### config.mk
export PLATFORM = sky130hd
export DESIGN_NAME = layer_sequencer
export DESIGN_NICKNAME = d
export VERILOG_FILES = /design/src/rtl/layer_sequencer.sv
export SDC_FILE = /design/constraint.sdc
export NUM_CORES = 1
export LEC_CHECK = 0
export ABC_CLOCK_PERIOD_IN_PS = 3000
export CORE_UTILIZATION = 53
export DETAILED_ROUTE_END_ITERATION = 16
export HOLD_SLACK_MARGIN = 0.02
export PLACE_DENSITY = 0.77
export SETUP_SLACK_MARGIN = 0.2
export SYNTH_ARGS = -nofsm -noshare
export SYNTH_HDL_FRONTEND = slang
export SYNTH_SLANG_ARGS = --single-unit
export TNS_END_PERCENT = 20
### constraint.sdc
create_clock -name i_core_clk -period 3 [get_ports i_core_clk]
set_input_delay 0.3 -clock i_core_clk [delete_from_list [all_inputs] [get_ports i_core_clk]]
set_output_delay 0.3 -clock i_core_clk [all_outputs]
set_load 0.01 [all_outputs]
### src/rtl/layer_sequencer.sv
// layer_sequencer
//   Runs a masked subset of network layers on the core in ascending order:
//   pulses a core reset at run start, waits a programmable gap before every
//   launch, then launches each enabled layer and waits for its completion.
//   Supports loop mode, abort at layer boundaries, a per-layer RUN-cycle
//   counter and an optional per-layer timeout.
//
// Ports
//   i_core_clk     core clock, all logic on rising edge
//   i_reset        asynchronous active-high reset
//   i_start        run request, sampled only in IDLE
//   i_layer_mask   bit i enables layer i, latched on start
//   i_loop_mode    repeat the masked sequence until aborted, latched on start
//   i_abort        level, ends the run at the next layer boundary
//   i_layer_done   one-cycle completion pulse from the core, used only in RUN
//   o_core_rst     reset to the core datapath
//   o_layer_start  one-cycle launch pulse
//   o_layer_id     layer being launched / run
//   o_busy         high in every state except IDLE
//   o_done         one-cycle pulse when a run ends
//   o_aborted      sticky: run ended by abort
//   o_timeout      sticky: a layer exceeded TIMEOUT_CYCLES
//   o_last_cycles  RUN-cycle count of the most recently completed layer
module layer_sequencer #(
    parameter int NUM_LAYERS     = 8,
    parameter int RST_CYCLES     = 1,
    parameter int GAP_CYCLES     = 1,
    parameter int CNT_W          = 32,
    parameter int TIMEOUT_CYCLES = 0,
    localparam int ID_W = (NUM_LAYERS > 1) ? $clog2(NUM_LAYERS) : 1
) (
    input  logic                  i_core_clk,
    input  logic                  i_reset,
    input  logic                  i_start,
    input  logic [NUM_LAYERS-1:0] i_layer_mask,
    input  logic                  i_loop_mode,
    input  logic                  i_abort,
    input  logic                  i_layer_done,
    output logic                  o_core_rst,
    output logic                  o_layer_start,
    output logic [ID_W-1:0]       o_layer_id,
    output logic                  o_busy,
    output logic                  o_done,
    output logic                  o_aborted,
    output logic                  o_timeout,
    output logic [CNT_W-1:0]      o_last_cycles
);

    // Terminal values of the shared wait counter; a zero-length gap still
    // spends its single GAP cycle.
    localparam int RST_LAST = (RST_CYCLES > 1) ? RST_CYCLES - 1 : 0;
    localparam int GAP_LAST = (GAP_CYCLES > 1) ? GAP_CYCLES - 1 : 0;

    typedef enum logic [2:0] {
        S_IDLE, S_RST, S_GAP, S_LAUNCH, S_RUN, S_FIN
    } state_t;

    state_t                r_state;
    state_t                w_next;
    logic [NUM_LAYERS-1:0] r_mask;
    logic                  r_loop;
    logic [ID_W-1:0]       r_idx;
    logic [31:0]           r_wait;
    logic [CNT_W-1:0]      r_cnt;
    logic [CNT_W-1:0]      r_last;
    logic                  r_aborted;
    logic                  r_timeout;

    logic [ID_W-1:0]       w_start_idx;
    logic [ID_W-1:0]       w_wrap_idx;
    logic [ID_W-1:0]       w_nxt_idx;
    logic                  w_nxt_found;
    logic [CNT_W-1:0]      w_cnt_inc;
    logic                  w_to_hit;
    logic                  w_rst_end;
    logic                  w_gap_end;

    // Priority pickers: scanning downward lets the lowest qualifying bit win.
    always_comb begin
        w_start_idx = '0;
        w_wrap_idx  = '0;
        w_nxt_idx   = '0;
        w_nxt_found = 1'b0;
        for (int i = NUM_LAYERS - 1; i >= 0; i--) begin
            if (i_layer_mask[i]) w_start_idx = ID_W'(i);
            if (r_mask[i])       w_wrap_idx  = ID_W'(i);
            if (r_mask[i] && (i > int'(r_idx))) begin
                w_nxt_found = 1'b1;
                w_nxt_idx   = ID_W'(i);
            end
        end
    end

    // Count including the current RUN cycle, saturating at all-ones.
    assign w_cnt_inc = (&r_cnt) ? r_cnt : r_cnt + 1'b1;
    assign w_to_hit  = (TIMEOUT_CYCLES != 0) && (w_cnt_inc >= CNT_W'(TIMEOUT_CYCLES));
    assign w_rst_end = (r_wait == 32'(RST_LAST));
    assign w_gap_end = (r_wait == 32'(GAP_LAST));

    always_ff @(posedge i_core_clk or posedge i_reset) begin
        if (i_reset) r_state <= S_IDLE;
        else         r_state <= w_next;
    end

    always_comb begin
        w_next        = r_state;
        o_busy        = (r_state != S_IDLE);
        o_done        = 1'b0;
        o_layer_start = 1'b0;
        o_core_rst    = 1'b0;
        case (r_state)
            S_IDLE: begin
                if (i_start) w_next = (|i_layer_mask) ? S_RST : S_FIN;
            end
            S_RST: begin
                o_core_rst = 1'b1;
                if (i_abort)        w_next = S_FIN;
                else if (w_rst_end) w_next = S_GAP;
            end
            S_GAP: begin
                if (i_abort)        w_next = S_FIN;
                else if (w_gap_end) w_next = S_LAUNCH;
            end
            S_LAUNCH: begin
                o_layer_start = 1'b1;
                w_next        = S_RUN;
            end
            S_RUN: begin
                // layer_done takes precedence over a timeout in the same cycle
                if (i_layer_done) begin
                    if (i_abort)                     w_next = S_FIN;
                    else if (w_nxt_found || r_loop)  w_next = S_GAP;
                    else                             w_next = S_FIN;
                end else if (w_to_hit) begin
                    w_next = S_FIN;
                end
            end
            S_FIN: begin
                o_done = 1'b1;
                // r_timeout is cleared at every start, so here it can only
                // mean this run just timed out: give the core a reset pulse.
                o_core_rst = r_timeout;
                w_next     = S_IDLE;
            end
            default: w_next = S_IDLE;
        endcase
    end

    always_ff @(posedge i_core_clk or posedge i_reset) begin
        if (i_reset) begin
            r_mask    <= '0;
            r_loop    <= 1'b0;
            r_idx     <= '0;
            r_wait    <= '0;
            r_cnt     <= '0;
            r_last    <= '0;
            r_aborted <= 1'b0;
            r_timeout <= 1'b0;
        end else begin
            case (r_state)
                S_IDLE: begin
                    if (i_start) begin
                        r_mask    <= i_layer_mask;
                        r_loop    <= i_loop_mode;
                        r_idx     <= w_start_idx;
                        r_wait    <= '0;
                        r_aborted <= 1'b0;
                        r_timeout <= 1'b0;
                    end
                end
                S_RST: begin
                    if (i_abort)        r_aborted <= 1'b1;
                    else if (w_rst_end) r_wait    <= '0;
                    else                r_wait    <= r_wait + 32'd1;
                end
                S_GAP: begin
                    if (i_abort) r_aborted <= 1'b1;
                    else         r_wait    <= r_wait + 32'd1;
                end
                S_LAUNCH: r_cnt <= '0;
                S_RUN: begin
                    r_cnt <= w_cnt_inc;
                    if (i_layer_done) begin
                        r_last <= w_cnt_inc;
                        r_wait <= '0;
                        if (i_abort)          r_aborted <= 1'b1;
                        else if (w_nxt_found) r_idx     <= w_nxt_idx;
                        else if (r_loop)      r_idx     <= w_wrap_idx;
                    end else if (w_to_hit) begin
                        r_timeout <= 1'b1;
                    end
                end
                default: ;
            endcase
        end
    end

    assign o_layer_id    = r_idx;
    assign o_aborted     = r_aborted;
    assign o_timeout     = r_timeout;
    assign o_last_cycles = r_last;

endmodule

After elaboration in Yosys (flattened, before gate mapping)
Cells that the tools add are included.
{"block": "totals", "output_inout_bits": 41, "reg_bits": 112, "in_bits": 14}
{"block": "op_classes", "mux": 61, "addsub": 2, "n_lt_le_gt_ge": 7, "reduce_logical": 24, "eq_ne": 13}
{"op": "32-bit two-way mux", "count": 6}
{"op": "32-bit case mux with 4 select lines", "count": 1}
{"op": "3-bit two-way mux", "count": 37}
{"op": "32-bit by 1-bit adder with 32-bit output (second input constant)", "count": 2}
{"op": "32-bit case mux with 2 select lines", "count": 1}
{"op": "32-bit zero test", "count": 1}
{"op": "32-bit AND reduction", "count": 1}
{"op": "3-bit case mux with 5 select lines", "count": 1}
{"op": "1-bit two-way mux", "count": 13}
{"op": "3-bit > comparator (first input constant)", "count": 4}
{"op": "2-bit != test (second input constant)", "count": 5}
{"op": "5-bit AND reduction", "count": 2}
{"op": "3-bit != test (second input constant)", "count": 3}
{"op": "8-bit OR reduction", "count": 1}
{"op": "1-bit logical AND", "count": 7}
{"op": "3-bit by 2-bit equality test with 1-bit output (second input constant)", "count": 2}
{"op": "3-bit equality test (second input constant)", "count": 2}
{"op": "2-bit by 3-bit > comparator with 1-bit output (first input constant)", "count": 2}
{"op": "3-bit case mux with 2 select lines", "count": 1}
{"op": "3-bit nonzero test", "count": 2}
{"op": "2-bit AND reduction", "count": 2}
{"op": "4-bit AND reduction", "count": 1}
{"op": "2-bit nonzero test", "count": 2}
{"op": "4-bit nonzero test", "count": 1}
{"op": "other kinds (7)", "count": 7}

Longest topological paths before layout
{"block": "logic_depth", "ltp_word": 14, "ltp_mapped": 10, "mapped_depth_nobuf": 8}

Least setup slack after synthesis
OpenSTA, ideal clock, no wires.
{"block": "synth_timing", "kind": "flip-flop to flip-flop", "start": "register r_idx[1], in the netlist o_layer_id[1]", "end": "register r_idx[0], in the netlist o_layer_id[0]", "synth_period_minus_slack_ns": 2.140, "path_stages_with_launch": 8, "arrival_ns": 2.013, "n_path_buf": 1, "setup_slack_ns": 0.860, "cell_sequence": "dfrtp_1 -> buf_6 -> or3b_1 -> o21a_2 -> nand4_2 -> o21bai_4 -> a2111oi_4 -> mux2_1"}
{"block": "synth_between", "elab_chain_cells": 13, "word_cells_on_any_way": 34}
{"element": "from (decl)", "line": "62", "source": "logic [ID_W-1:0] r_idx;"}
{"element": "from (signal assigned)", "line": "165", "source": "r_idx <= w_start_idx;"}
{"element": "from (signal assigned)", "line": "187", "source": "else if (w_nxt_found) r_idx <= w_nxt_idx;"}
{"element": "from (signal assigned)", "line": "188", "source": "else if (r_loop) r_idx <= w_wrap_idx;"}
{"element": "3-bit > comparator", "line": "87", "source": "if (r_mask[i] && (i > int'(r_idx))) begin"}
{"element": "1-bit logical AND", "line": "87"}
{"element": "3-bit two-way mux or 1-bit two-way mux (tied branches) (7 in series)", "line": "87"}
{"element": "3-bit two-way mux", "line": "187"}
{"element": "3-bit two-way mux", "line": "186", "source": "if (i_abort) r_aborted <= 1'b1;"}
{"element": "3-bit two-way mux", "line": "183", "source": "if (i_layer_done) begin"}
{"element": "3-bit case mux with 2 select lines", "line": "160", "source": "case (r_state)"}
Several ways; a longest one is shown, not always the timed one. The select of a mux whose other input is x is not followed.
A chain may end at the register's enable or synchronous reset.

Final worst setup path
{"block": "layout_timing", "start": "register r_state[0]", "end": "register r_wait[28]"}
{"block": "layout_between", "elab_chain_cells": 3, "word_cells_on_any_way": 11}
{"element": "from (decl)", "line": "58", "source": "state_t r_state;"}
{"element": "from (signal assigned)", "line": "102", "source": "else r_state <= w_next;"}
{"element": "3-bit equality test (tied with other cells)", "line": "160"}
{"element": "4-bit nonzero test (no line) or 2-bit != test (tied branches)"}
{"element": "5-bit AND reduction (no line)"}
{"element": "to (signal assigned)", "line": "174", "source": "else r_wait <= r_wait + 32'd1;"}
{"element": "to (signal assigned)", "line": "178", "source": "else r_wait <= r_wait + 32'd1;"}
{"element": "to (decl)", "line": "63", "source": "logic [31:0] r_wait;"}
Several ways; a longest one is shown, not always the timed one.

==> flow_summary.toml <==
[synth]
synth_xor_area_share_pct = 7.26
synth_compound_gate_area_share_pct = 17.5
synth-simple-area-share_pct = 23.6
synth_ff_type = "dfrtp_1"
syn_inst = 697
yosysTopAreaCell = "dfrtp_1"
synthAdderAreaFrac_pct = 0.587
synth.yosys.seq_area_share_pct = 43.9
yosysMostFrequentCell = "dfrtp_1"
synthMuxAreaShare_pct = 2.21
synth_area_leaders = "dfrtp_1 (44%), nand2_1 (4.9%), o21ai_0 (4.5%)"
yosys-top-cells-count = "dfrtp_1 (112), nand2_1 (84), nor2_1 (63)"
synthDistinctLibCells = 75
synth_top_family_by_area = "simple AND/OR/NAND/NOR gates"
yosys_warnings = 0
synth_top_cell_area_share_pct = 43.9
syn_area_um2 = 6390
ys_ff_latch = 112
async_flop_share_pct = 100
synth.net_count = 714
syn_avg_cell_area_um2 = 9.17
synth_edf_count = 0

[cts]
path_clk_slew_ps = 70
cts_setup_buffers = 0
cts_sinks = 112
cts_tree = "built"
clk_path_buf_depth = 2
postCtsHoldBufs = 0
root_buffer = "clkbuf_16"
htreeDepth = 3
cts-resized-gates = 0
insertion_delay_ps = 350
cts_made_buffers = 9

[floorplanning]
rows = 39
initial_core_util_pct = 55.3
boundaryPins = 55
die_h_um = 112
die_x_um = 112
die-area_um2 = 12500
core_um2 = 11600

[place]
io_buffers = 53
post-place-ws_ps = 307
gp_congestion = 0.872
dp_hpwl_um = 10200
dp_cells = 863

[run_status]
status = "complete, but fails checks"
violations = "DRC"

[finish]
diodes = 0
seq_area_um2 = 2800
utilization_pct = 62.7
stdcell_count = 879
synthToLayoutAreaGrowth_pct = 13.4
multi_input_comb_area_um2 = 3270
nets = 748
drive_gt1_share_pct = 8.02
fillCellCount = 990

[run]
drv_cap = 0

[route]
dr_total_vias = 5392
avgRoutedWirePerCell_um = 16.8
drc = 5
drt_wl_total_um = 14700
ant_nets = 0
firstDrtPassIters = 11
drt_iter0_drc = 364
via_per_inst = 6.13

[critical_path]
rr_endpoint = "r_wait[28]"
rr_worst_depth = 6
critPathLaunch = "r_state[0]"
required_ps = 3280
rrSetupSlack_ps = 440
cp-start-kind = "flop"
cp-end-kind = "flop"
path_class = "reg2reg"
critPathMaxFanout = 18
r2r_start = "r_state[0]"
cp.arrival_ps = 2840

[global_route]
overflow = 0
grt_max_degree = 88
grt_pass1_vias = 5177
grt_pass1_wl_um = 24800
groute.usage.overall_pct = 24.7
antenna_found_initial = 0

[timing]
rsz0062_at_grt = "false"
layout_min_cycle_time_ps = 2560
slew_headroom_pct = 46.7
finalCritPeriodShare_pct = 85.2
finClkSkew_ps = 6.16
worst_pin_slew_ps = 793
fmax_mhz = 391
finalSetupViolations = 0
setup_ws_ps = 445
fin_tns_setup_ps = 0
final-hold-violation-count = 0
slew_viol_final = 0

[power_and_ir_drop]
vdd_drop_max_mv = 0.550
powerDensity_nw_per_um2 = 676
p_leak_nw = 2.98

[worst_hold_path]
worstHoldPathType = "in2async"
[area by class of cell]
| class | instances | area share, % |
|---|---|---|
| inverters | 21 | 1.14 |
| repair buffers | 60 | 8.39 |
| multi-input cells | 527 | 45.2 |
| well taps | 143 | 2.47 |
| clock inverters | 3 | 0.552 |
| flip-flops and latches | 112 | 38.7 |
| clock buffers | 13 | 3.59 |
[worst max-delay path by stage]
| stage | cells past startpoint | endpoint | slack, ps |
|---|---|---|---|
| after floorplan | 7 | o_layer_id[0] | 860 |
| after global placement | 7 | r_wait[10] | 420 |
| after detailed placement | 7 | r_wait[28] | 310 |
| after CTS | 6 | r_wait[28] | 480 |
| after global routing | 6 | r_wait[28] | 210 |
| final | 6 | r_wait[28] | 440 |
[layer usage]
layer | vias to the layer above | track usage, % | wire length [µm] | share of wire, %
met3 | 30 | 3.48 | 581 | 3.9
met2 | 175 | 42.2 | 7260 | 49
met4 | 0 | 10.5 | 379 | 2.6
met5 | - | 0 | 0 | 0
met1 | 2621 | 31.3 | 6520 | 44
li1 | 2566 | - | - | -
[where the power goes]
part / switching [mW] / internal (mW)
Clock: 0.537 / 0.692
Combinational: 1.02 / 0.703
Sequential: 0.286 / 1.66
[logic make-up (layout without fill, tap and decap cells)]
family                     Yosys count  count (layout)
other                                1               1
AOI/OAI and AO/OA                  168             168
xor gates and xnor gates            53              53
and+or+nand+nor                    289             289
buffers and inverters               58              97
muxes                               13              13
adders and majority gates            3               3
DFF                                112             112
[through the flow]
step                      hold WS (ps)  power [mW]  cell area (µm²)
after global placement             462        3.57             6950
final                              355        4.90             7250
after detailed placement           467        3.65             6950
after CTS                          372        4.90             7250
after global routing               402        5.17             7250
after floorplan                    371        3.23             6390
[cell usage in the layout (no fill, tap or decap), types with 4 or more instances in the layout]
cell,count
a22o_1,4
nand2_1,84
o21ai_0,58
xnor2_1,23
mux2_2,7
buf_4,5
a21o_1,8
o22ai_1,7
o41ai_1,4
inv_1,20
nor2_1,63
clkdlybuf4s50_1,53
xor2_1,30
a21oi_1,25
nand3_1,27
o21ai_1,5
nor4_2,7
and4_1,7
mux2i_1,4
clkbuf_16,9
a211oi_1,4
nand4_1,19
and2_1,11
and3_1,11
nor3_1,14
a31oi_1,16
o31ai_1,6
nor2b_1,9
nor4_1,14
dfrtp_1,112
[registers in the layout, summed over array words and instances, names as in the netlist]
name,cells
o_aborted,1
o_layer_id,3
r_wait,32
r_mask,8
r_state,3
o_last_cycles,32
r_loop,1
r_cnt,32
[critical path, stage by stage, from the launching register on]
cell      delay (ps)
dfrtp_1          600
nor2b_1          270
o311ai_2         550
nand2_1          350
and2_1           380
buf_12           220
nor2_1           120
No activity file was read; power rests on OpenSTA's default activity.
